**src/rtl/pdp8_pkg.sv**
```systemverilog
// Shared PDP-8 CPU definitions.
// Major-state codes and tick counter sizing.
package pdp8_pkg;

  typedef enum logic [2:0] {
    MS_IDLE     = 3'd0,
    MS_FETCH    = 3'd1,
    MS_AUTOINC1 = 3'd2,
    MS_AUTOINC2 = 3'd3,
    MS_INDIRECT = 3'd4,
    MS_EXEC     = 3'd5
  } major_state_e;

  localparam int TICKS_DEFAULT = 4;
  localparam int TICKS_MAX     = 8;
  localparam int TICK_W        = $clog2(TICKS_MAX);

endpackage

```
**src/rtl/major_cycle_seq_phase_counter.sv**
```systemverilog
// Tick counter within one major cycle.
// Decodes drive, latch and dead-tick phases.
module phase_counter
  import pdp8_pkg::*;
#(
  parameter int TICKS = TICKS_DEFAULT
) (
  input  logic clk,
  input  logic reset,
  input  logic restart,
  output logic ckPhase,
  output logic stbPhase,
  output logic lastTick
);

  localparam logic [TICK_W-1:0] LAST = TICK_W'(TICKS - 1);
  localparam logic [TICK_W-1:0] STB  = TICK_W'(TICKS - 2);

  logic [TICK_W-1:0] tick_d;
  logic [TICK_W-1:0] tick_q;

  // advance the tick, wrapping at the dead tick or on restart
  always_comb begin
    tick_d = tick_q + TICK_W'(1);
    if (restart || tick_q == LAST) begin
      tick_d = '0;
    end
  end

  // tick register
  always_ff @(posedge clk or posedge reset) begin
    if (reset) begin
      tick_q <= '0;
    end else begin
      tick_q <= tick_d;
    end
  end

  assign ckPhase  = (tick_q < LAST);
  assign stbPhase = (tick_q == STB);
  assign lastTick = (tick_q == LAST);

endmodule

```
**src/rtl/major_cycle_seq.sv**
```systemverilog
// PDP-8 major-cycle sequencer.
// Steps FETCH/AUTOINC/INDIRECT/EXEC and fans out strobes.
module major_cycle_seq
  import pdp8_pkg::*;
#(
  parameter int TICKS = TICKS_DEFAULT
) (
  input  logic       clk,
  input  logic       reset,
  input  logic       run,
  input  logic       step,
  input  logic       instIsIND,
  input  logic       instIsPPIND,
  output logic       ckFetch,
  output logic       stbFetch,
  output logic       ckAutoinc1,
  output logic       stbAutoinc1,
  output logic       ckAutoinc2,
  output logic       stbAutoinc2,
  output logic       ckIndirect,
  output logic       stbIndirect,
  output logic       ckExec,
  output logic       stbExec,
  output logic [2:0] majorState,
  output logic       busy,
  output logic       instDone
);

  major_state_e state_q;
  major_state_e state_d;
  logic         restart;
  logic         ck_phase;
  logic         stb_phase;
  logic         last_tick;

  phase_counter #(
    .TICKS(TICKS)
  ) u_phase (
    .clk      (clk),
    .reset    (reset),
    .restart  (restart),
    .ckPhase  (ck_phase),
    .stbPhase (stb_phase),
    .lastTick (last_tick)
  );

  // next major state; transitions only on the dead tick
  always_comb begin
    state_d = state_q;
    case (state_q)
      MS_IDLE: begin
        if (run || step) state_d = MS_FETCH;
      end
      MS_FETCH: begin
        if (last_tick) begin
          if (instIsPPIND)    state_d = MS_AUTOINC1;
          else if (instIsIND) state_d = MS_INDIRECT;
          else                state_d = MS_EXEC;
        end
      end
      MS_AUTOINC1: begin
        if (last_tick) state_d = MS_AUTOINC2;
      end
      MS_AUTOINC2: begin
        if (last_tick) state_d = MS_INDIRECT;
      end
      MS_INDIRECT: begin
        if (last_tick) state_d = MS_EXEC;
      end
      MS_EXEC: begin
        if (last_tick) state_d = run ? MS_FETCH : MS_IDLE;
      end
      default: state_d = MS_IDLE;
    endcase
  end

  // every state entry starts at tick 0; IDLE holds tick 0
  assign restart = (state_d != state_q) || (state_q == MS_IDLE);

  // major state register
  always_ff @(posedge clk or posedge reset) begin
    if (reset) begin
      state_q <= MS_IDLE;
    end else begin
      state_q <= state_d;
    end
  end

  // gate phase strobes onto the active state's pair
  always_comb begin
    ckFetch     = 1'b0;
    stbFetch    = 1'b0;
    ckAutoinc1  = 1'b0;
    stbAutoinc1 = 1'b0;
    ckAutoinc2  = 1'b0;
    stbAutoinc2 = 1'b0;
    ckIndirect  = 1'b0;
    stbIndirect = 1'b0;
    ckExec      = 1'b0;
    stbExec     = 1'b0;
    case (state_q)
      MS_FETCH: begin
        ckFetch  = ck_phase;
        stbFetch = stb_phase;
      end
      MS_AUTOINC1: begin
        ckAutoinc1  = ck_phase;
        stbAutoinc1 = stb_phase;
      end
      MS_AUTOINC2: begin
        ckAutoinc2  = ck_phase;
        stbAutoinc2 = stb_phase;
      end
      MS_INDIRECT: begin
        ckIndirect  = ck_phase;
        stbIndirect = stb_phase;
      end
      MS_EXEC: begin
        ckExec  = ck_phase;
        stbExec = stb_phase;
      end
      default: ;
    endcase
  end

  assign majorState = state_q;
  assign busy       = (state_q != MS_IDLE);
  assign instDone   = (state_q == MS_EXEC) && last_tick;

endmodule

```
**config.mk**
```make
export PLATFORM = sky130hd
export DESIGN_NAME = major_cycle_seq
export DESIGN_NICKNAME = d
export VERILOG_FILES = /design/src/rtl/pdp8_pkg.sv /design/src/rtl/major_cycle_seq_phase_counter.sv /design/src/rtl/major_cycle_seq.sv
export SDC_FILE = /design/constraint.sdc
export NUM_CORES = 1
export LEC_CHECK = 0
export CORE_AREA = 2 2 39 41
export CTS_CLUSTER_DIAMETER = 40
export CTS_CLUSTER_SIZE = 12
export DETAILED_ROUTE_END_ITERATION = 10
export DIE_AREA = 0 0 41 43
export MAX_ROUTING_LAYER = met4
export PLACE_DENSITY = 0.73
export SETUP_SLACK_MARGIN = 0.1
export SKIP_CTS_REPAIR_TIMING = 1
export SYNTH_ARGS = -nofsm -noshare
export SYNTH_HDL_FRONTEND = slang
export SYNTH_SLANG_ARGS = --single-unit
```
**constraint.sdc**
```tcl
create_clock -name clk -period 2.6 [get_ports clk]
set_input_delay 0.52 -clock clk [delete_from_list [all_inputs] [get_ports clk]]
set_output_delay 0.52 -clock clk [all_outputs]
set_load 0.03 [all_outputs]
```
* After elaboration in Yosys (flattened, before gate mapping)
Cells that the tools add are included.
** Cells by class
- $add $sub $neg :: 1
- Equality and inequality tests :: 8
- Reductions and logical operators :: 6
- Magnitude comparators :: 1
- Muxes and demuxes :: 21
** Operators with widths (number)
- 3-bit two-way mux :: 8
- 3-bit one-hot mux with 6 select lines :: 1
- 3-bit by 2-bit equality test with 1-bit output, second input constant :: 4
- 1-bit two-way mux :: 12
- 3-bit equality test, second input constant :: 2
- 3-bit by 1-bit adder with 3-bit output, second input constant :: 1
- 3-bit by 1-bit equality test with 1-bit output, second input constant :: 1
- 3-bit zero test :: 1
- 1-bit logical OR :: 3
- 3-bit by 2-bit < comparator with 1-bit output, second input constant :: 1
- 3-bit != test :: 1
- 3-bit nonzero test :: 1
- 1-bit logical AND :: 1
** Word-level totals
- Bits of input ports :: 6
- Output and inout port bits :: 15
- Word-level logic and storage cells :: 39
- Flip-flop bits (word level) :: 6

* Logic depth before layout (Yosys ltp)
- Depth after elaboration :: 8
- Depth in mapped cells :: 6
- Gate-level depth less buffers :: 6

* By module
Synthesis repeated with hierarchy kept, for this count alone.
** Second synthesis, totals
- Cells, all modules :: 57
- Area, all modules :: 437.9 µm²
** By module, submodules not included
- major_cycle_seq :: cells an instance 43, times used 1, area each 287.8 µm², seq. area each 75.1 µm²
- phase_counter :: cells an instance 14, times used 1, area each 150.1 µm², seq. area each 75.1 µm²

* Worst setup path before layout
Ideal clock, no wire load.
- Path kind :: reg2out
- Start point :: register state_q[0], in the netlist majorState[0]
- End point :: output stbFetch
- Arrival :: 1684 ps
- Path slack :: 396 ps
- Required time :: 2080 ps
- Buffers on the path :: 1
- Cell stages (with the launch flop) :: 5
- Cells stage by stage :: dfrtp_1 -> buf_2 -> nor2b_1 -> nand2_1 -> nor3_1
** Between the ends
- Longest elaborated chain between the ends :: 2
** Ends and longest elaborated chain
- start, declared :: RTL line major_cycle_seq.sv:29 : major_state_e state_q;
- start signal, assigned :: RTL line major_cycle_seq.sv:85 : state_q <= state_d;
- 3-bit by 1-bit equality test with 1-bit output :: RTL line major_cycle_seq.sv:101 : case (state_q)
- 1-bit two-way mux :: RTL line major_cycle_seq.sv:101
- end, declared :: RTL line major_cycle_seq.sv:15 : output logic stbFetch,
Every way passes these cells.

* Worst setup path after layout
- Start point :: register state_q[0], in the netlist majorState[0]
- End point :: output ckFetch
** Between the ends
- Longest elaborated chain between the ends :: 2
** Ends and longest elaborated chain
- 3-bit by 1-bit equality test with 1-bit output :: RTL line major_cycle_seq.sv:101
- 1-bit two-way mux :: RTL line major_cycle_seq.sv:101
- end, declared :: RTL line major_cycle_seq.sv:14 : output logic ckFetch,
Every way passes these cells.

==> out/results.ini <==
[outcome]
outcome=complete, no violations

[setup_path]
slowest_stage=clkdlybuf4s50_1
required_ps=2080
startpoint_type=flop
timing.critical_path.cells=nor2b_1 -> nand2_1 -> nor3_1 -> clkdlybuf4s50_1
worst-path-buf-inv=1
path_max_fanout=14
end_kind=output pin
critPathKind=flop to output pin
max_stage_delay_ps=690
crit_family=buffers and inverters
arrival_ps=1870

[power]
leakage_nw=0.332
ir_drop_v=0.000578
power.density_mw_per_mm2=1100

[synthesis]
netlist_area_um2=515
ys_types=23
synthesis.nets=78
synthTopCellsByArea=dfrtp_1 29%, ha_1 9.7%, nand2_1 8.7%
synth_top_area_cell=dfrtp_1
synth_edf_count=0
synth_cells=68
synth_top_area_share_pct=29.1
dominantRegCellSynth=dfrtp_1
synth_area_per_cell_um2=7.58
synth_warnings=0
async_flop_share_pct=100
yosysSeqAreaShare_pct=29.1
ys_seq_elements=6

[sta]
clock.fmax_mhz=418
fin_tns_setup_ps=0
rsz0062_at_grt=yes
worstMarginPinSlew_ps=373
finClkSkew_ps=3.82
finalHoldViolCount=0
worst_slack_ps=206
period_needed_ps=2390
finalMaxSlewViolations=0
finalSetupViolCount=0
finalCritPeriodShare_pct=92.1
relSlewSlack_pct=75.1

[route]
postRouteAntennaNets=0
vias_per_cell=5.03
wire_per_inst_um=11.5
drc=0
vias=523
wl_um=1190
first_pass_iters=4
drtIter0Drc=6

[floorplanning]
die-area_mm2=0.00176
io_pins=21
core_mm2=0.00138
initial_core_util_pct=37.3
die_h_um=43
die_w_um=41
rows=14

[clock_tree]
cts_buffers=3
clockRootBuffer=clkbuf_4
cts_num_sinks=6
clkLatencyLatePin_ps=240
clk_path_buf_depth=2
cts_tree=done
clkTransAtPathRegs_ps=50
h-tree-depth=1

[global_route]
overflow=0
grt_pass1_vias=426
grt_usage_pct=16.5
grt_pass1_wl_um=1860
grt_max_degree=15
antenna_found_initial=0

[placed_design]
io_buffer_count=20
gp_congestion=0.768
dp_hpwl_um=906
pre_cts_slack_ps=352

[final_layout]
antenna_cells=0
layout-drive-gt1-share_pct=10.2
final_common_cell=clkdlybuf4s50_1
synthToLayoutAreaGrowth_pct=43.0
layout_common_cells=18 x clkdlybuf4s50_1, 12 x nand2_1, 12 x nor2_1
final_net_count=100

[run]
maxCapViolations=0

[min_path]
worstHoldPathType=primary input to async pin

==> stage by stage <==
| step | instance area (µm²) | hold slack (ps) | util (%) | power, W | instances |
|---|---|---|---|---|---|
| after floorplan | 515 | 311 | - | 0.000570 | 68 |
| after global placement | 708 | 470 | 51.2 | 0.000718 | 101 |
| after detailed placement | 708 | 493 | 51.2 | 0.000724 | 101 |
| after CTS | 731 | 499 | 52.8 | 0.000817 | 104 |
| after global routing | 737 | 506 | 53.3 | 0.000882 | 104 |
| final | 737 | 496 | 53.3 | 0.000810 | 104 |
==> where the power goes <==
part	total (W)	switching (W)	internal (W)
clock	0.0000856	0.0000334	0.0000522
sequential	0.000200	0.0000717	0.000128
combinational	0.000525	0.000301	0.000224
==> synthesized netlist by cell type (2+ instances only) <==
cell,instances
dfrtp_1,6
inv_1,4
nor2_1,12
a21oi_1,5
a211oi_1,3
buf_6,2
nor2b_1,2
o21ai_0,2
nor3_1,2
nand2b_1,2
ha_1,4
nand2_1,12
and3_1,2
==> cell families (layout without fill, tap and decap cells) <==
kind of cell / Yosys count / in the layout / share of synthesized area, %
AO/OA/AOI/OAI: 13 / 13 / 16.3
buffers and inverters: 7 / 27 / 8.25
adder cells (fa/ha/maj): 4 / 4 / 9.71
flip-flops: 6 / 6 / 29.1
AND/OR/NAND/NOR: 38 / 38 / 36.6
==> state kept, by name (all words and copies together) (netlist names) <==
name            cells
majorState          3
u_phase.tick_q      3
==> final timing paths <==
check                                        from  slack (ps)  cells after the start                end
worst max-delay path                majorState[0]         210                      4            ckFetch
worst min-delay path                        reset         500                      2      majorState[2]
worst max register to register  u_phase.tick_q[0]         860                      6  u_phase.tick_q[0]
worst min register to register  u_phase.tick_q[0]         500                      1  u_phase.tick_q[0]
max in group asynchronous                   reset        1880                      2      majorState[0]
min in group clk                u_phase.tick_q[0]         500                      1  u_phase.tick_q[0]
==> area by class of cell <==
| cell class | instances | area (µm²) |
|---|---|---|
| Fill cell | 145 | 647 |
| Inverter | 4 | 15.0 |
| Multi-Input combinational cell | 55 | 323 |
| Clock buffer | 3 | 22.5 |
| Sequential cell | 6 | 151 |
| Tap cell | 16 | 20.0 |
| Timing Repair Buffer | 20 | 205 |
==> routing by layer <==
layer | share of wire (%) | wire length, µm | GRT usage, %
met4 | 1.7 | 20 | 14.0
met2 | 48 | 571 | 22.8
met1 | 46 | 550 | 20.5
met5 | 0 | 0 | -
met3 | 4.3 | 51 | 1.57
==> worst reg2reg max path, cell delays in order, from the launching register on <==
cell and delay (ps):
dfrtp_1 400, ha_1 230, ha_1 250, nor2b_1 160
o22ai_1 200, a21oi_1 130, a211oi_1 260
No activity file was read; power rests on OpenSTA's default activity.
